==> src/rtl/adc_cap_pkg.sv <==
// Shared types and helpers for the ADC capture gate: FSM states, trigger
// modes and the per-sample threshold compare.
package adc_cap_pkg;

   localparam int ADC_DATA_W   = 128;
   localparam int ADC_SAMPLE_W = 16;
   localparam int ADC_SAMPLES  = ADC_DATA_W / ADC_SAMPLE_W;

   localparam logic [1:0] TRIG_IMM = 2'd0;
   localparam logic [1:0] TRIG_THR = 2'd1;
   localparam logic [1:0] TRIG_EXT = 2'd2;

   typedef enum logic [1:0] {
      IDLE    = 2'd0,
      ARMED   = 2'd1,
      CAPTURE = 2'd2,
      DRAIN   = 2'd3
   } cap_state_e;

   // True when any signed sample of the beat is strictly above thr; sample 0 sits in the LSBs.
   function automatic logic any_above(input logic        [ADC_DATA_W-1:0]   beat,
                                      input logic signed [ADC_SAMPLE_W-1:0] thr);
      logic hit;
      hit = 1'b0;
      for (int i = 0; i < ADC_SAMPLES; i++) begin
         if ($signed(beat[i*ADC_SAMPLE_W +: ADC_SAMPLE_W]) > thr) hit = 1'b1;
      end
      return hit;
   endfunction

endpackage

==> src/rtl/adc_cap_fifo.sv <==
// Small elastic FIFO carrying {last, data}; read data comes straight from
// registered storage, so there is no combinational path from input to output.
module adc_cap_fifo #(
   parameter int DATA_W = 128,
   parameter int DEPTH  = 4
) (
   input  logic              clk_i,
   input  logic              rst_n_i,
   input  logic              flush_i,
   input  logic              wr_en_i,
   input  logic [DATA_W-1:0] wr_data_i,
   input  logic              wr_last_i,
   input  logic              set_tail_last_i,
   input  logic              rd_en_i,
   output logic [DATA_W-1:0] rd_data_o,
   output logic              rd_last_o,
   output logic              full_o,
   output logic              empty_o
);

   localparam int AW = $clog2(DEPTH);

   logic [DATA_W:0] mem_q [DEPTH];
   logic [AW-1:0]   wr_ptr_q, wr_ptr_d;
   logic [AW-1:0]   rd_ptr_q, rd_ptr_d;
   logic [AW:0]     count_q, count_d;
   logic [AW-1:0]   tail_ptr;

   assign tail_ptr = wr_ptr_q - 1'b1;
   assign empty_o  = (count_q == '0);
   assign full_o   = (count_q == (AW+1)'(DEPTH));

   // NOTE: every variable written here gets a default first, otherwise a path that skips it infers a latch.
   always_comb begin
      wr_ptr_d = wr_ptr_q;
      rd_ptr_d = rd_ptr_q;
      count_d  = count_q;
      if (flush_i) begin
         wr_ptr_d = '0;
         rd_ptr_d = '0;
         count_d  = '0;
      end else begin
         if (wr_en_i) wr_ptr_d = wr_ptr_q + 1'b1;
         if (rd_en_i) rd_ptr_d = rd_ptr_q + 1'b1;
         unique case ({wr_en_i, rd_en_i})
            2'b10:   count_d = count_q + 1'b1;
            2'b01:   count_d = count_q - 1'b1;
            default: count_d = count_q;
         endcase
      end
   end

   // NOTE: sequential state uses non-blocking assignments so every flop samples pre-edge values.
   always_ff @(posedge clk_i or negedge rst_n_i) begin
      if (!rst_n_i) begin
         wr_ptr_q <= '0;
         rd_ptr_q <= '0;
         count_q  <= '0;
      end else begin
         wr_ptr_q <= wr_ptr_d;
         rd_ptr_q <= rd_ptr_d;
         count_q  <= count_d;
      end
   end

   // NOTE: storage is deliberately not reset; the output gating below keeps stale entries invisible.
   always_ff @(posedge clk_i) begin
      if (!flush_i) begin
         if (wr_en_i)         mem_q[wr_ptr_q]         <= {wr_last_i, wr_data_i};
         if (set_tail_last_i) mem_q[tail_ptr][DATA_W] <= 1'b1;
      end
   end

   assign rd_data_o = empty_o ? '0   : mem_q[rd_ptr_q][DATA_W-1:0];
   assign rd_last_o = empty_o ? 1'b0 : mem_q[rd_ptr_q][DATA_W];

endmodule

==> src/rtl/adc_capture_gate.sv <==
// Per-channel ADC capture gate: arm, wait for trigger, forward a fixed number
// of beats through an elastic FIFO, and flag overflow since the source cannot stall.
module adc_capture_gate
   import adc_cap_pkg::*;
#(
   parameter int DATA_W     = ADC_DATA_W,
   parameter int SAMPLE_W   = ADC_SAMPLE_W,
   parameter int CNT_W      = 32,
   parameter int FIFO_DEPTH = 4
) (
   input  logic                rf_clk,
   input  logic                rf_rstb,
   input  logic [DATA_W-1:0]   s_axis_tdata,
   input  logic                s_axis_tvalid,
   output logic [DATA_W-1:0]   m_axis_tdata,
   output logic                m_axis_tvalid,
   input  logic                m_axis_tready,
   output logic                m_axis_tlast,
   input  logic                cfg_arm,
   input  logic                cfg_abort,
   input  logic [1:0]          cfg_trig_mode,
   input  logic [SAMPLE_W-1:0] cfg_threshold,
   input  logic                ext_trig,
   input  logic [CNT_W-1:0]    cfg_cap_beats,
   output logic                busy,
   output logic                done,
   output logic                overflow,
   output logic [CNT_W-1:0]    beat_cnt
);

   cap_state_e          state_q, state_d;
   logic [CNT_W-1:0]    cap_beats_q, cap_beats_d;
   logic [1:0]          mode_q, mode_d;
   logic [SAMPLE_W-1:0] thr_q, thr_d;
   logic                prev_hi_q, prev_hi_d;
   logic                ext_d_q;
   logic [CNT_W-1:0]    beat_cnt_q, beat_cnt_d;
   logic                done_q, done_d;
   logic                overflow_q, overflow_d;

   logic             fifo_wr, fifo_wr_last, fifo_set_last, fifo_flush;
   logic             fifo_rd, fifo_full, fifo_empty;
   logic             beat_above, trig_hit;
   logic [CNT_W-1:0] cnt_inc;

   assign beat_above = any_above(s_axis_tdata, thr_q);
   assign cnt_inc    = beat_cnt_q + CNT_W'(1);
   assign fifo_rd    = m_axis_tvalid & m_axis_tready;

   always_comb begin
      trig_hit = 1'b1;
      unique case (mode_q)
         TRIG_THR: trig_hit = beat_above & ~prev_hi_q;
         TRIG_EXT: trig_hit = ext_trig & ~ext_d_q;
         default:  trig_hit = 1'b1;
      endcase
   end

   always_comb begin
      state_d       = state_q;
      cap_beats_d   = cap_beats_q;
      mode_d        = mode_q;
      thr_d         = thr_q;
      prev_hi_d     = prev_hi_q;
      beat_cnt_d    = beat_cnt_q;
      done_d        = done_q;
      overflow_d    = overflow_q;
      fifo_wr       = 1'b0;
      fifo_wr_last  = 1'b0;
      fifo_set_last = 1'b0;
      fifo_flush    = 1'b0;

      if (cfg_abort) begin
         state_d    = IDLE;
         fifo_flush = 1'b1;
      end else begin
         unique case (state_q)
            IDLE: begin
               if (cfg_arm) begin
                  cap_beats_d = cfg_cap_beats;
                  mode_d      = cfg_trig_mode;
                  thr_d       = cfg_threshold;
                  prev_hi_d   = 1'b0;
                  beat_cnt_d  = '0;
                  overflow_d  = 1'b0;
                  done_d      = (cfg_cap_beats == '0);
                  if (cfg_cap_beats != '0) state_d = ARMED;
               end
            end
            ARMED: begin
               if (s_axis_tvalid) begin
                  prev_hi_d = beat_above;
                  if (trig_hit) begin
                     fifo_wr      = 1'b1;
                     beat_cnt_d   = cnt_inc;
                     fifo_wr_last = (cnt_inc == cap_beats_q);
                     state_d      = fifo_wr_last ? DRAIN : CAPTURE;
                  end
               end
            end
            CAPTURE: begin
               if (s_axis_tvalid) begin
                  if (!fifo_full || fifo_rd) begin
                     fifo_wr    = 1'b1;
                     beat_cnt_d = cnt_inc;
                     if (cnt_inc == cap_beats_q) begin
                        fifo_wr_last = 1'b1;
                        state_d      = DRAIN;
                     end
                  end else begin
                     // Beat is lost: close the stream on the newest stored entry instead.
                     overflow_d    = 1'b1;
                     fifo_set_last = 1'b1;
                     state_d       = DRAIN;
                  end
               end
            end
            DRAIN: begin
               if (fifo_empty) begin
                  done_d  = 1'b1;
                  state_d = IDLE;
               end
            end
            default: state_d = IDLE;
         endcase
      end
   end

   always_ff @(posedge rf_clk or negedge rf_rstb) begin
      if (!rf_rstb) begin
         state_q     <= IDLE;
         cap_beats_q <= '0;
         mode_q      <= TRIG_IMM;
         thr_q       <= '0;
         prev_hi_q   <= 1'b0;
         ext_d_q     <= 1'b0;
         beat_cnt_q  <= '0;
         done_q      <= 1'b0;
         overflow_q  <= 1'b0;
      end else begin
         state_q     <= state_d;
         cap_beats_q <= cap_beats_d;
         mode_q      <= mode_d;
         thr_q       <= thr_d;
         prev_hi_q   <= prev_hi_d;
         ext_d_q     <= ext_trig;
         beat_cnt_q  <= beat_cnt_d;
         done_q      <= done_d;
         overflow_q  <= overflow_d;
      end
   end

   adc_cap_fifo #(
      .DATA_W (DATA_W),
      .DEPTH  (FIFO_DEPTH)
   ) u_fifo (
      .clk_i           (rf_clk),
      .rst_n_i         (rf_rstb),
      .flush_i         (fifo_flush),
      .wr_en_i         (fifo_wr),
      .wr_data_i       (s_axis_tdata),
      .wr_last_i       (fifo_wr_last),
      .set_tail_last_i (fifo_set_last),
      .rd_en_i         (fifo_rd),
      .rd_data_o       (m_axis_tdata),
      .rd_last_o       (m_axis_tlast),
      .full_o          (fifo_full),
      .empty_o         (fifo_empty)
   );

   assign m_axis_tvalid = ~fifo_empty;
   assign busy          = (state_q != IDLE);
   assign done          = done_q;
   assign overflow      = overflow_q;
   assign beat_cnt      = beat_cnt_q;

endmodule

==> config.mk <==
export PLATFORM = sky130hd
export DESIGN_NAME = adc_capture_gate
export DESIGN_NICKNAME = d
export VERILOG_FILES = /design/src/rtl/adc_cap_pkg.sv /design/src/rtl/adc_cap_fifo.sv /design/src/rtl/adc_capture_gate.sv
export SDC_FILE = /design/constraint.sdc
export NUM_CORES = 1
export LEC_CHECK = 0
export ABC_AREA = 1
export BUFFER_PORTS_ARGS = -buffer_cell sky130_fd_sc_hd__buf_2
export CORE_MARGIN = 5
export CORE_UTILIZATION = 30
export CTS_CLUSTER_SIZE = 28
export DETAILED_ROUTE_END_ITERATION = 16
export GPL_TIMING_DRIVEN = 0
export PLACE_DENSITY_LB_ADDON = 0.12
export SLEW_MARGIN = 10
export SYNTH_ARGS = -nofsm -noshare
export SYNTH_HDL_FRONTEND = slang
export SYNTH_SLANG_ARGS = --single-unit
==> constraint.sdc <==
create_clock -name rf_clk -period 10.8 [get_ports rf_clk]
set_input_delay 1.08 -clock rf_clk [delete_from_list [all_inputs] [get_ports rf_clk]]
set_output_delay 1.08 -clock rf_clk [all_outputs]
set_load 0.03 [all_outputs]
==> run summary, run 1 <==
RUN STATUS
------------------------------------------------------------------------------------------------------
Status ..................................................................................    completed

GLOBAL ROUTE
------------------------------------------------------------------------------------------------------
Met3 demand-to-capacity share in global routing .........................................        4.48%
Vias in the first global route ..........................................................       22,500
Overall fraction of global-route tracks in use ..........................................        19.8%
Most used routing layer in global routing ...............................................         met2
Gr ovfl total ...........................................................................            0
Global routing met1 resource utilization ................................................        25.6%
Wire length of the first global-routing pass ............................................   154,000 um
Largest net degree at the start of global routing .......................................           65
Met2 demand-to-capacity share in global routing .........................................        33.3%
Initial antenna violation count .........................................................           21

POWER
------------------------------------------------------------------------------------------------------
Power, Total ............................................................................      8.79 mW
Internal cell power .....................................................................      5.05 mW
Switching portion of total power ........................................................        42.6%
Largest vdd supply drop .................................................................   0.000110 V
Leakage power ...........................................................................      14.9 nW
Combinational share of power ............................................................        40.8%
Net Sw Power ............................................................................      3.74 mW
Cell Pwr Density ........................................................................  245 mW/mm^2
Proportion of power drawn by the clock network ..........................................        26.4%
Part of the total power dissipated in sequential elements ...............................        32.8%

SYNTH
------------------------------------------------------------------------------------------------------
Post-synthesis instance area ............................................................  0.0296 mm^2
Synthesized area per cell ...............................................................    9.73 um^2
Number of distinct library cell variants in the gate-level netlist after synthesis ......           45
Most instantiated flip-flop cell in the synthesis netlist ............................... sky130_fd_sc_hd__edfxtp_1
Post-synthesis async set-or-reset flop share ............................................        15.5%
Number of flops mapped to enable cells by yosys .........................................          516
Yosys warns .............................................................................            0
Share of synthesized area occupied by flip-flops and latches ............................        60.3%
Number of nets in the synthesized netlist ...............................................        3,369
Synth Instances .........................................................................        3,046
Post-synthesis register bit count .......................................................          611

PLACE
------------------------------------------------------------------------------------------------------
Post-DP HPWL ............................................................................    78,100 um
Number of port buffers ..................................................................          349
Placed Instances ........................................................................        4,742
Area after DPL ..........................................................................  0.0337 mm^2
Dpl ws ..................................................................................      5.19 ns
Routability Congestion ..................................................................        0.833

CTS
------------------------------------------------------------------------------------------------------
Hold buffers post-CTS ...................................................................            0
Clk root buf ............................................................................ sky130_fd_sc_hd__clkbuf_16
H-tree depth ............................................................................            3
Post-cts sizing count ...................................................................            0
Clock transition at the register clock pins on the worst setup and hold paths after CTS .      0.05 ns
Setup repair bufs after CTS .............................................................            0
Clock tree from TritonCTS ...............................................................         done
Number of buffers on the longest clock path .............................................            3
Clock sink count ........................................................................          611
Total clock buffers created by CTS ......................................................           74
Later-pin clock latency in the skew report ..............................................      0.62 ns

SETUP PATH
------------------------------------------------------------------------------------------------------
Crit. End Element ....................................................................... primary output
Worst R2R Start .........................................................................    thr_q[11]
Startpoint of the most critical setup path .............................................. u_fifo.rd_ptr_q[0]
Path depth of the worst reg2reg path ....................................................           24
Critical Path Start Type ................................................................    flip-flop
Worst path required time ................................................................      9.72 ns
Reg-to-reg setup timing slack ...........................................................      5.38 ns
Critical register-to-register path endpoint ............................................. u_fifo.mem_q[2][110]
Highest fanout seen on the critical path ................................................           10
Worst Path Arrival ......................................................................      4.43 ns
Type of the setup path with the least slack .............................................      reg2out

STA
------------------------------------------------------------------------------------------------------
Transition at the pin with the smallest max-transition slack ............................      1.30 ns
Count of endpoints failing hold in the final timing report ..............................            0
Fmax ....................................................................................    0.181 GHz
Unrepaired setup endpoints after global routing .........................................        false
Final Skew ..............................................................................    0.0358 ns
Finish-stage setup viols ................................................................            0
Sum of negative setup slack .............................................................         0 ns
Number of pins with negative max-slew slack in the final report .........................            0
Crit path time final ....................................................................      5.51 ns
Final setup slack of the worst path .....................................................      5.29 ns
Share of the cycle needed by the critical path after routing ............................        51.0%
Slew headroom ...........................................................................        13.4%
Worst hold-check slack ..................................................................     0.356 ns

FINISH
------------------------------------------------------------------------------------------------------
Share of cells above drive strength 1 ...................................................        15.9%
Number of nets in the final layout ......................................................        3,854
Number of filler cells placed in the layout .............................................       10,100
Area growth from synthesis to layout ....................................................        21.2%
Final Instance Area .....................................................................  0.0359 mm^2
Core utilization of the finished layout .................................................        36.6%
Final Non-Filler Cells ..................................................................        4,892

FLOORPLANNING
------------------------------------------------------------------------------------------------------
Die Span Y ..............................................................................       324 um
Die area ................................................................................   0.105 mm^2
Number of top-level design ports ........................................................          350
Num rows ................................................................................          115
Initial core utilization ................................................................        30.2%
Die Span X ..............................................................................       324 um
Core area ...............................................................................  0.0983 mm^2

DRT
------------------------------------------------------------------------------------------------------
Mean number of vias per cell ............................................................         4.66
First-iteration detailed-routing DRC count ..............................................        1,816
Total detailed-routing wirelength .......................................................   107,000 um
DRC .....................................................................................            0
Drt pass-1 iters ........................................................................            5
Average detailed-routed wire length per instance ........................................      21.9 um
Detailed-route via count ................................................................       22,800
Final ANT Viol Nets .....................................................................            0

MIN PATH
------------------------------------------------------------------------------------------------------
Hold Path Class .........................................................................     in2async

RUN
------------------------------------------------------------------------------------------------------
Max-cap check violation count ...........................................................            0

==> placed cells by master (no fill, tap or decap), types with 7 or more instances in the layout <==
cell type,Yosys,layout
sky130_fd_sc_hd__nor2_1,758,757
sky130_fd_sc_hd__nand3_1,80,80
sky130_fd_sc_hd__xor2_1,18,18
sky130_fd_sc_hd__o21ai_0,319,319
sky130_fd_sc_hd__dfrtp_1,95,95
sky130_fd_sc_hd__diode_2,0,17
sky130_fd_sc_hd__nor3_2,9,12
sky130_fd_sc_hd__ha_1,137,137
sky130_fd_sc_hd__inv_1,292,292
sky130_fd_sc_hd__edfxtp_1,516,516
sky130_fd_sc_hd__clkinv_1,1,15
sky130_fd_sc_hd__clkinv_2,0,9
sky130_fd_sc_hd__nand4_1,42,42
sky130_fd_sc_hd__buf_1,20,20
sky130_fd_sc_hd__buf_4,3,41
sky130_fd_sc_hd__buf_2,1,349
sky130_fd_sc_hd__buf_6,0,15
sky130_fd_sc_hd__a21oi_1,205,205
sky130_fd_sc_hd__mux2_2,15,15
sky130_fd_sc_hd__nor2_2,7,7
sky130_fd_sc_hd__nand2_1,347,347
sky130_fd_sc_hd__nor3_1,14,11
sky130_fd_sc_hd__clkbuf_1,105,126
sky130_fd_sc_hd__clkbuf_16,0,76
==> worst max-delay path, cell delays in order, from the launching register on <==
cell	delay, ns
sky130_fd_sc_hd__dfrtp_1	0.35
sky130_fd_sc_hd__clkbuf_1	0.31
sky130_fd_sc_hd__inv_1	0.56
sky130_fd_sc_hd__clkbuf_1	0.90
sky130_fd_sc_hd__clkbuf_1	0.48
sky130_fd_sc_hd__clkbuf_1	0.54
sky130_fd_sc_hd__o21ai_0	0.21
sky130_fd_sc_hd__a21oi_1	0.19
sky130_fd_sc_hd__buf_2	0.27
==> flip-flops by register name, indices dropped and copies added, names as in the netlist <==
| register | flops |
|---|---|
| mode_q | 2 |
| state_q | 2 |
| prev_hi_q | 1 |
| u_fifo.wr_ptr_q | 2 |
| beat_cnt | 32 |
| u_fifo.rd_ptr_q | 2 |
| u_fifo.mem_q | 516 |
| overflow | 1 |
| done | 1 |
| cap_beats_q | 32 |
| thr_q | 16 |
| u_fifo.count_q | 3 |
| ext_d_q | 1 |
==> synthesized netlist by cell type (2+ instances only) <==
library cell,n,area share (%)
sky130_fd_sc_hd__inv_1,292,3.7
sky130_fd_sc_hd__ha_1,137,5.8
sky130_fd_sc_hd__edfxtp_1,516,52
sky130_fd_sc_hd__buf_1,20,0.25
sky130_fd_sc_hd__o21ai_1,5,0.084
sky130_fd_sc_hd__o21a_1,3,0.076
sky130_fd_sc_hd__buf_4,3,0.076
sky130_fd_sc_hd__nor2_4,4,0.15
sky130_fd_sc_hd__o21bai_1,3,0.076
sky130_fd_sc_hd__mux2_2,15,0.57
sky130_fd_sc_hd__nor4_1,7,0.15
sky130_fd_sc_hd__nor3_1,14,0.24
sky130_fd_sc_hd__dfrtp_1,95,8.0
sky130_fd_sc_hd__a21o_1,6,0.15
sky130_fd_sc_hd__nand4_1,42,0.89
sky130_fd_sc_hd__nand3_2,2,0.068
sky130_fd_sc_hd__xnor2_1,4,0.12
sky130_fd_sc_hd__nand2_2,2,0.042
sky130_fd_sc_hd__xor2_1,18,0.53
sky130_fd_sc_hd__clkbuf_1,105,1.3
sky130_fd_sc_hd__nand3b_1,5,0.13
sky130_fd_sc_hd__nand3_1,80,1.4
sky130_fd_sc_hd__nor3_2,9,0.30
sky130_fd_sc_hd__or2_2,4,0.084
sky130_fd_sc_hd__o21ai_0,319,5.4
sky130_fd_sc_hd__inv_2,2,0.025
sky130_fd_sc_hd__nand2_1,347,4.4
sky130_fd_sc_hd__nor2_2,7,0.15
sky130_fd_sc_hd__nor2_1,758,9.6
sky130_fd_sc_hd__clkbuf_2,3,0.051
sky130_fd_sc_hd__a21oi_1,205,3.5
==> power by group through the flow <==
stage / sequential, mW / combinational (mW) / clock, mW
2_1_floorplan: 2.93 / 2.20 / 0
3_3_place_gp: 2.99 / 3.60 / 0
3_5_place_dp: 2.93 / 3.65 / 0
4_1_cts: 2.88 / 3.66 / 2.39
5_1_grt: 2.90 / 3.94 / 2.49
6_report: 2.88 / 3.59 / 2.32
==> cell families after synthesis <==
family	count (synthesis)	synth area share, %
multiplexers	15	0.570
buffers and inverters	427	5.46
AND/OR/NAND/NOR	1287	17.7
flip-flops	611	60.3
AO/OA/AOI/OAI	545	9.38
XOR/XNOR	23	0.705
adder cells (fa/ha/maj)	138	5.85
==> metal layers <==
layer / share of wire, % / up-vias
met2: 48 / 607
li1: - / 11300
met3: 7.3 / 143
met1: 42 / 10800
met4: 2.7 / 8
met5: 0.044 / -
==> how the worst max path moves through the flow <==
stage,cells past startpoint,slack (ns),end
2_1_floorplan,15,-1.09,u_fifo.mem_q[2][0]
3_3_place_gp,18,-10.96,u_fifo.mem_q[3][69]
3_5_place_dp,24,5.19,u_fifo.mem_q[2][66]
4_1_cts,8,5.11,m_axis_tdata[125]
5_1_grt,23,5.03,u_fifo.mem_q[2][110]
6_report,8,5.29,m_axis_tdata[121]
==> area by class of cell <==
class	count	area, um^2	area share [%]
Sequential cell	611	17900	49.7
Multi-Input combinational cell	2008	10200	28.3
Timing Repair Buffer	409	2390	6.66
Clock buffer	103	2030	5.66
Tap cell	1287	1610	4.48
Inverter	295	1110	3.08
Buffer	132	515	1.43
Clock inverter	30	184	0.512
Antenna cell	17	42.5	0.118
No activity file was read; power rests on OpenSTA's default activity.
==> run 2: changes to the inputs <==
ABC_AREA = 0   (was 1)
clock period = 5.4 ns   (was 10.8 ns; I/O delays follow)
==> run summary, run 2 <==
RUN STATUS
------------------------------------------------------------------------------------------------------
Status ..................................................................................    completed   unchanged

SETUP PATH
------------------------------------------------------------------------------------------------------
Crit-path slowest cell .................................................................. sky130_fd_sc_hd__mux2_2   was sky130_fd_sc_hd__clkbuf_1
Reg-to-reg setup timing slack ...........................................................      0.24 ns   was 5.38 ns
Crit. End Element .......................................................................    flip-flop   was primary output
Path depth of the worst reg2reg path ....................................................           19   was 24
Critical Path Start Type ................................................................    flip-flop   unchanged
Highest fanout seen on the critical path ................................................           12   was 10
Count of buffering cells on the critical path with inverters included ...................            8   was 6
Kind of cell adding the most delay to the critical path ................................. buffers and inverters   unchanged
Worst Path Arrival ......................................................................      5.49 ns   was 4.43 ns
Cell Chain, Critical Path ............................................................... inv_2, ha_4, nor2b_1, o211ai_1, a2111oi_0, nor4b_1, mux2_2, nor4bb_1, a41oi_1, a21o_1, nand2_4, nor3b_4, buf_16, buf_16, buf_8, buf_8, buf_6, buf_8, buf_16   was clkbuf_1, inv_1, clkbuf_1, clkbuf_1, clkbuf_1, o21ai_0, a21oi_1, buf_2
Worst path required time ................................................................      5.72 ns   was 9.72 ns
Critical register-to-register path endpoint ............................................. u_fifo.mem_q[2][70]   was u_fifo.mem_q[2][110]
Slowest cell delay on critical path .....................................................      0.47 ns   was 0.90 ns
Type of the setup path with the least slack .............................................      reg2reg   was reg2out
Worst R2R Start .........................................................................     thr_q[1]   was thr_q[11]

MIN PATH
------------------------------------------------------------------------------------------------------
Hold Path End ...........................................................................      ext_d_q
Hold Path Class .........................................................................       in2reg   was in2async
Hold wc startpoint ......................................................................     ext_trig
Number of cells on the worst hold path ..................................................            1

POWER
------------------------------------------------------------------------------------------------------
Net Sw Power ............................................................................      7.47 mW   was 3.74 mW
Cell Pwr Density ........................................................................  530 mW/mm^2   was 245 mW/mm^2
Proportion of power drawn by the clock network ..........................................        26.5%   was 26.4%
Part of the total power dissipated in sequential elements ...............................        31.4%   was 32.8%
Internal cell power .....................................................................      11.9 mW   was 5.05 mW
Power, Total ............................................................................      19.4 mW   was 8.79 mW
Largest vdd supply drop .................................................................   0.000247 V   was 0.000110 V
Combinational share of power ............................................................        42.2%   was 40.8%
Leakage power ...........................................................................      13.4 nW   was 14.9 nW
Switching portion of total power ........................................................        38.6%   was 42.6%

CTS
------------------------------------------------------------------------------------------------------
H-tree depth ............................................................................            3   unchanged
Later-pin clock latency in the skew report ..............................................      0.63 ns   was 0.62 ns
Number of buffers on the longest clock path .............................................            3   unchanged
Total clock buffers created by CTS ......................................................           72   was 74
Clock sink count ........................................................................          611   unchanged
Clock tree from TritonCTS ...............................................................         done   unchanged
Clk root buf ............................................................................ sky130_fd_sc_hd__clkbuf_16   unchanged
Clock transition at the register clock pins on the worst setup and hold paths after CTS .      0.07 ns   was 0.05 ns

FINISH
------------------------------------------------------------------------------------------------------
Leading cell types in the layout, fill and taps excluded ................................ sky130_fd_sc_hd__edfxtp_1 (516), sky130_fd_sc_hd__buf_2 (355), sky130_fd_sc_hd__and2_1 (264)   was sky130_fd_sc_hd__nor2_1 (757), sky130_fd_sc_hd__edfxtp_1 (516), sky130_fd_sc_hd__buf_2 (349)
Share of cells above drive strength 1 ...................................................        30.6%   was 15.9%
Most common cell after layout, fill and taps aside ...................................... sky130_fd_sc_hd__edfxtp_1   was sky130_fd_sc_hd__nor2_1
Largest register FFs ....................................................................          516   unchanged
Area growth from synthesis to layout ....................................................        25.1%   was 21.2%
Number of nets in the final layout ......................................................        2,792   was 3,854
Register with the highest flop count .................................................... u_fifo.mem_q   unchanged
Final Instance Area .....................................................................  0.0366 mm^2   was 0.0359 mm^2
Final Non-Filler Cells ..................................................................        3,816   was 4,892

STA
------------------------------------------------------------------------------------------------------
Crit path time final ....................................................................      5.16 ns
Unrepaired setup endpoints after global routing .........................................        false   unchanged
Slew headroom ...........................................................................        16.4%   was 13.4%
Transition at the pin with the smallest max-transition slack ............................      1.25 ns   was 1.30 ns
Share of the cycle needed by the critical path after routing ............................        95.6%
Final Skew ..............................................................................    0.0317 ns   was 0.0358 ns
Final setup slack of the worst path .....................................................     0.236 ns   was 5.29 ns
Count of endpoints failing hold in the final timing report ..............................            0   unchanged
Fmax ....................................................................................    0.194 GHz
Finish-stage setup viols ................................................................            0   unchanged
Number of pins with negative max-slew slack in the final report .........................            0   unchanged
Sum of negative setup slack .............................................................         0 ns   unchanged

SYNTH
------------------------------------------------------------------------------------------------------
Most instantiated flip-flop cell in the synthesis netlist ............................... sky130_fd_sc_hd__edfxtp_1   unchanged
Area share of the leading cell type in the synthesized netlist ..........................        53.0%   was 52.3%
Yosys warns .............................................................................            0   unchanged
Post-synthesis instance area ............................................................  0.0292 mm^2   was 0.0296 mm^2
Most area-hungry cell type in the Yosys netlist ......................................... sky130_fd_sc_hd__edfxtp_1   unchanged
Share of synthesized area occupied by flip-flops and latches ............................        61.1%   was 60.3%
Synth Instances .........................................................................        1,962   was 3,046
Most common library cells after synthesis ............................................... sky130_fd_sc_hd__edfxtp_1 (516), sky130_fd_sc_hd__and2_1 (264), sky130_fd_sc_hd__ha_1 (137)   was sky130_fd_sc_hd__nor2_1 (758), sky130_fd_sc_hd__edfxtp_1 (516), sky130_fd_sc_hd__nand2_1 (347)
Post-synthesis async set-or-reset flop share ............................................        15.5%   unchanged
Number of distinct library cell variants in the gate-level netlist after synthesis ......           71   was 45
Most numerous cell in the Yosys netlist ................................................. sky130_fd_sc_hd__edfxtp_1   was sky130_fd_sc_hd__nor2_1
Number of flops mapped to enable cells by yosys .........................................          516   unchanged
Top post-synthesis cells by area ........................................................ sky130_fd_sc_hd__edfxtp_1 (53%), sky130_fd_sc_hd__mux4_2 (9.9%), sky130_fd_sc_hd__dfrtp_1 (8.1%), sky130_fd_sc_hd__ha_1 (5.9%), sky130_fd_sc_hd__and2_1 (5.6%)   was sky130_fd_sc_hd__edfxtp_1 (52%), sky130_fd_sc_hd__nor2_1 (9.6%), sky130_fd_sc_hd__dfrtp_1 (8.0%), sky130_fd_sc_hd__ha_1 (5.8%), sky130_fd_sc_hd__o21ai_0 (5.4%)
Number of nets in the synthesized netlist ...............................................        2,285   was 3,369
Post-synthesis register bit count .......................................................          611   unchanged
Synthesized area per cell ...............................................................    14.9 um^2   was 9.73 um^2

FLOORPLANNING
------------------------------------------------------------------------------------------------------
Num rows ................................................................................          114   was 115
Die Span Y ..............................................................................       322 um   was 324 um
Die area ................................................................................   0.104 mm^2   was 0.105 mm^2
Initial core utilization ................................................................        30.2%   about the same
Core area ...............................................................................  0.0967 mm^2   was 0.0983 mm^2
Die Span X ..............................................................................       322 um   was 324 um
Number of top-level design ports ........................................................          350   unchanged

GLOBAL ROUTE
------------------------------------------------------------------------------------------------------
Wire length of the first global-routing pass ............................................   136,000 um   was 154,000 um
Largest net degree at the start of global routing .......................................           60   was 65
Vias in the first global route ..........................................................       19,500   was 22,500
Overall fraction of global-route tracks in use ..........................................        18.1%   was 19.8%
Initial antenna violation count .........................................................           30   was 21
Gr ovfl total ...........................................................................            0   unchanged

DRT
------------------------------------------------------------------------------------------------------
First-iteration detailed-routing DRC count ..............................................        1,111   was 1,816
Mean number of vias per cell ............................................................         4.92   was 4.66
Drt pass-1 iters ........................................................................            5   unchanged
Average detailed-routed wire length per instance ........................................      25.0 um   was 21.9 um
Total detailed-routing wirelength .......................................................    95,600 um   was 107,000 um
Detailed-route via count ................................................................       18,800   was 22,800
DRC .....................................................................................            0   unchanged
Final ANT Viol Nets .....................................................................            0   unchanged

RUN
------------------------------------------------------------------------------------------------------
Max-cap check violation count ...........................................................            0   unchanged

PLACE
------------------------------------------------------------------------------------------------------
Area after DPL ..........................................................................  0.0335 mm^2   was 0.0337 mm^2
Number of port buffers ..................................................................          347   was 349
Post-DP HPWL ............................................................................    70,200 um   was 78,100 um
Routability Congestion ..................................................................        0.867   was 0.833
Placed Instances ........................................................................        3,629   was 4,742
Dpl ws ..................................................................................    -0.647 ns   was 5.19 ns

-- run 2: cell count changes after synthesis, sizes merged, moves of 30 or more --
cell    change
nor2      -726
inv       -235
nand2     -272
mux4      +129
o21ai     -281
nand3      -34
xnor2      +30
and2      +264
a21oi     -135
clkbuf     -42
mux2       +41
-- run 2: worst register-to-register path: cells and delay by family (launching register included) --
family | cells | cell delay, ns
mux | 1 | 0.47
flops | 1 | 0.38
compound gates | 4 | 1.01
simple gates | 5 | 1.11
fa+ha+maj | 1 | 0.30
buf+inv | 8 | 1.59
-- run 2: power groups by stage --
stage	Combinational (mW)	Clock (mW)	Sequential (mW)
floorplan	4.94	0	6.19
global placement	7.73	0	6.18
detailed placement	7.95	0	6.14
CTS	8.20	5.27	6.08
global route	8.90	5.46	6.14
finish	8.17	5.13	6.08
-- run 2: layout make-up --
cell class / count / area (um^2)
fillers: 9288 / 60100
flip-flops and latches: 611 / 17900
multi-input cells: 1198 / 10800
repair buffers: 433 / 3100
clock buffers: 87 / 1940
well taps: 1276 / 1600
clock inverters: 44 / 543
plain buffers: 94 / 374
inverters: 59 / 274
diodes: 14 / 35.0
-- run 2: cell families after synthesis --
kind of cell / Yosys count / share of synthesized area, %
multiplexers: 214 / 13.1
AND/OR/NAND/NOR: 585 / 11.7
XOR/XNOR: 48 / 1.44
AO/OA/AOI/OAI: 213 / 4.67
adder cells (fa/ha/maj): 138 / 5.93
flip-flops: 611 / 61.1
buffers and inverters: 153 / 2.03
-- run 2: timing repair --
action,4_1_cts,5_1_grt
cloned,0,0
endpoints found under the setup margin,177,24
hold buffers,1,0
gates resized for setup,12,3
hold endpoints to repair,36,0
buffers inserted,26,15
pin swaps,3,0
-- run 2: worst max-delay path by stage --
| stage | startpoint | end | slack, ns | depth (start not counted) |
|---|---|---|---|---|
| CTS | thr_q[4] | u_fifo.mem_q[2][39] | 0.02 | 19 |
| finish | thr_q[1] | u_fifo.mem_q[2][70] | 0.24 | 19 |
| floorplan | s_axis_tdata[65] | u_fifo.mem_q[2][0] | -0.82 | 11 |
| detailed placement | thr_q[5] | u_fifo.mem_q[2][74] | -0.65 | 19 |
| global route | thr_q[1] | u_fifo.mem_q[2][43] | 0.02 | 19 |
| global placement | thr_q[15] | u_fifo.mem_q[2][74] | -5.40 | 11 |
-- run 2: per-stage QoR --
step / utilization, % / hold WS [ns]
finish: 37.8 / 0.0875
global route: 37.8 / 0.0560
CTS: 37.6 / 0.0188
detailed placement: 34.7 / 0.486
global placement: 33.7 / 0.484
floorplan: - / 0.244
-- run 2: layer usage --
metal  global-route usage (%)  part of all wire [%]  up-vias
li1                         -                     -     8636
met1                     22.4                    41     9489
met2                     31.1                    49      496
met3                     4.89                   7.2      137
met4                     5.54                   2.7       18
met5                        0                  0.13        -
==> run 3: changes to the inputs <==
RECOVER_POWER = 50   (was default)
==> run summary, run 3 (same netlist as run 2, synthesis figures left out) <==
FINISH
------------------------------------------------------------------------------------------------------
Area growth from synthesis to layout ....................................................        24.8%   was 25.1%
Core utilization of the finished layout .................................................        37.7%   was 37.8%
Leading cell types in the layout, fill and taps excluded ................................ sky130_fd_sc_hd__edfxtp_1 (516), sky130_fd_sc_hd__buf_2 (319), sky130_fd_sc_hd__and2_1 (137)   was sky130_fd_sc_hd__edfxtp_1 (516), sky130_fd_sc_hd__buf_2 (355), sky130_fd_sc_hd__and2_1 (264)
Flip-flop and latch area ................................................................  0.0179 mm^2   unchanged
Multi-input gate area in the final layout ...............................................  0.0108 mm^2   unchanged
Number of nets in the final layout ......................................................        2,792   unchanged
Share of cells above drive strength 1 ...................................................        29.1%   was 30.6%
Number of filler cells placed in the layout .............................................        9,306   was 9,288
Largest register FFs ....................................................................          516   unchanged
Most common cell after layout, fill and taps aside ...................................... sky130_fd_sc_hd__edfxtp_1   unchanged
Register with the highest flop count .................................................... u_fifo.mem_q   unchanged

CTS
------------------------------------------------------------------------------------------------------
Number of buffers on the longest clock path .............................................            3   unchanged
H-tree depth ............................................................................            3   unchanged
Total clock buffers created by CTS ......................................................           72   unchanged
Clk root buf ............................................................................ sky130_fd_sc_hd__clkbuf_16   unchanged
Clock transition at the register clock pins on the worst setup and hold paths after CTS .      0.06 ns   was 0.07 ns
Later-pin clock latency in the skew report ..............................................      0.62 ns   was 0.63 ns
Clock tree from TritonCTS ...............................................................         done   unchanged
Clock sink count ........................................................................          611   unchanged

SETUP PATH
------------------------------------------------------------------------------------------------------
Crit. End Element .......................................................................    flip-flop   unchanged
Worst path required time ................................................................      5.72 ns   about the same
Worst Path Arrival ......................................................................      5.47 ns   was 5.49 ns
Type of the setup path with the least slack .............................................      reg2reg   unchanged
Path depth of the worst reg2reg path ....................................................           19   unchanged
Critical Path Start Type ................................................................    flip-flop   unchanged
Highest fanout seen on the critical path ................................................           12   unchanged

STA
------------------------------------------------------------------------------------------------------
Fmax ....................................................................................    0.194 GHz   about the same
Transition at the pin with the smallest max-transition slack ............................      2.36 ns   was 1.25 ns
Final Skew ..............................................................................    0.0293 ns   was 0.0317 ns
Crit path time final ....................................................................      5.15 ns   was 5.16 ns
Finish-stage setup viols ................................................................            0   unchanged
Final setup slack of the worst path .....................................................     0.246 ns   was 0.236 ns
Unrepaired setup endpoints after global routing .........................................        false   unchanged
Slew headroom ...........................................................................       -57.5%   was 16.4%
Number of pins with negative max-slew slack in the final report .........................           98   was 0
Share of the cycle needed by the critical path after routing ............................        95.5%   was 95.6%
Count of endpoints failing hold in the final timing report ..............................            0   unchanged

DRT
------------------------------------------------------------------------------------------------------
Average detailed-routed wire length per instance ........................................      25.0 um   about the same
Final ANT Viol Nets .....................................................................            0   unchanged
First-iteration detailed-routing DRC count ..............................................        1,108   was 1,111
Mean number of vias per cell ............................................................         4.90   was 4.92
Detailed-route via count ................................................................       18,700   was 18,800
Drt pass-1 iters ........................................................................            5   unchanged
DRC .....................................................................................            0   unchanged
Total detailed-routing wirelength .......................................................    95,500 um   was 95,600 um

FLOORPLANNING
------------------------------------------------------------------------------------------------------
Initial core utilization ................................................................        30.2%   unchanged
Number of top-level design ports ........................................................          350   unchanged
Die Span Y ..............................................................................       322 um   unchanged
Core area ...............................................................................  0.0967 mm^2   unchanged
Die area ................................................................................   0.104 mm^2   unchanged
Num rows ................................................................................          114   unchanged
Die Span X ..............................................................................       322 um   unchanged

PLACE
------------------------------------------------------------------------------------------------------
Post-DP HPWL ............................................................................    70,200 um   unchanged
Dpl ws ..................................................................................    -0.647 ns   unchanged
Routability Congestion ..................................................................        0.867   unchanged
Number of port buffers ..................................................................          347   unchanged

GLOBAL ROUTE
------------------------------------------------------------------------------------------------------
Largest net degree at the start of global routing .......................................           60   unchanged
Gr ovfl total ...........................................................................            0   unchanged
Overall fraction of global-route tracks in use ..........................................        18.1%   unchanged
Wire length of the first global-routing pass ............................................   136,000 um   unchanged
Vias in the first global route ..........................................................       19,500   unchanged
Initial antenna violation count .........................................................           30   unchanged

RUN
------------------------------------------------------------------------------------------------------
Max-cap check violation count ...........................................................            2   was 0

POWER
------------------------------------------------------------------------------------------------------
Largest vdd supply drop .................................................................   0.000248 V   was 0.000247 V
Cell Pwr Density ........................................................................  530 mW/mm^2   about the same
Leakage power ...........................................................................      13.2 nW   was 13.4 nW

RUN STATUS
------------------------------------------------------------------------------------------------------
Violated checks ......................................................................... capacitance limit, slew limit
Status .................................................................................. complete, but fails checks   was completed

MIN PATH
------------------------------------------------------------------------------------------------------
Hold Path Class .........................................................................       in2reg   unchanged
Number of cells on the worst hold path ..................................................            1   unchanged

run 3: changes by cell type in the layout (fill, tap and decap cells not counted), sizes merged:
| cell | change |
|---|---|
| clkbuf | +43 |
| buf | -43 |
run 3: critical path, cell delays in order (launching register included):
cell	delay, ns
sky130_fd_sc_hd__dfrtp_1	0.38
sky130_fd_sc_hd__inv_2	0.38
sky130_fd_sc_hd__ha_4	0.28
sky130_fd_sc_hd__nor2b_1	0.12
sky130_fd_sc_hd__o211ai_1	0.17
sky130_fd_sc_hd__a2111oi_0	0.12
sky130_fd_sc_hd__nor4b_1	0.34
sky130_fd_sc_hd__mux2_2	0.47
sky130_fd_sc_hd__nor4bb_1	0.16
sky130_fd_sc_hd__a41oi_1	0.37
sky130_fd_sc_hd__a21o_1	0.35
sky130_fd_sc_hd__nand2_4	0.16
sky130_fd_sc_hd__nor3b_4	0.31
sky130_fd_sc_hd__buf_16	0.18
sky130_fd_sc_hd__buf_16	0.15
sky130_fd_sc_hd__buf_8	0.15
sky130_fd_sc_hd__buf_8	0.17
sky130_fd_sc_hd__buf_6	0.17
sky130_fd_sc_hd__buf_8	0.18
sky130_fd_sc_hd__buf_16	0.16
run 3: repair_timing:
action / 4_1_cts / 5_1_grt
setup buffers: 26 / 15
hold buffers: 1 / 0
pin swaps: 3 / 0
gates resized for setup: 12 / 3
setup endpoints to repair: 177 / 24
hold endpoints to repair: 36 / 0
run 3: worst paths after layout:
check	from	endpoint	slack (ns)
worst max-delay path	thr_q[1]	u_fifo.mem_q[2][43]	0.25
worst min-delay path	ext_trig	ext_d_q	0.12
worst max register to register	thr_q[1]	u_fifo.mem_q[2][43]	0.25
worst min register to register	prev_hi_q	prev_hi_q	0.50
max in group asynchronous	rf_rstb	cap_beats_q[8]	1.59
min in group asynchronous	rf_rstb	cap_beats_q[26]	1.18
run 3: layer usage:
layer	wire length [um]	vias to the layer above	track usage (%)
met5	125	-	0
met4	2520	18	5.54
met3	6760	134	4.89
met2	47300	475	31.1
met1	38800	9453	22.4
li1	-	8632	-
run 3: where the power goes:
part           internal, mW  leakage (nW)  switching [mW]  total, mW
combinational          3.07          6.18            5.07       8.14
sequential             5.66          5.83           0.417       6.08
clock                  3.14          1.20            1.98       5.13
total                  11.9          13.2            7.47       19.3
run 3: area by class of cell:
cell class / instances / share of cell area (%)
multi-input combinational: 1198 / 29.7
inverter: 59 / 0.751
buffer: 94 / 1.02
sequential: 611 / 49.0
antenna: 14 / 0.0960
clock inverter: 44 / 1.49
clock buffer: 87 / 5.32
tap: 1276 / 4.37
timing repair buffer: 433 / 8.30
run 3: stage by stage:
stage / power [mW] / instance area (um^2) / TNS, ns / std cells / hold WS, ns
6_report: 19.3 / 36500 / 0 / 3816 / 0.117
5_1_grt: 20.5 / 36500 / 0 / 3802 / 0.0907
4_1_cts: 19.5 / 36300 / 0 / 3787 / 0.0188
3_5_place_dp: 14.1 / 33500 / -40.73 / 3629 / 0.486
3_3_place_gp: 13.9 / 32600 / -2310.74 / 3585 / 0.484
2_1_floorplan: 11.1 / 29300 / -258.34 / 1962 / 0.244
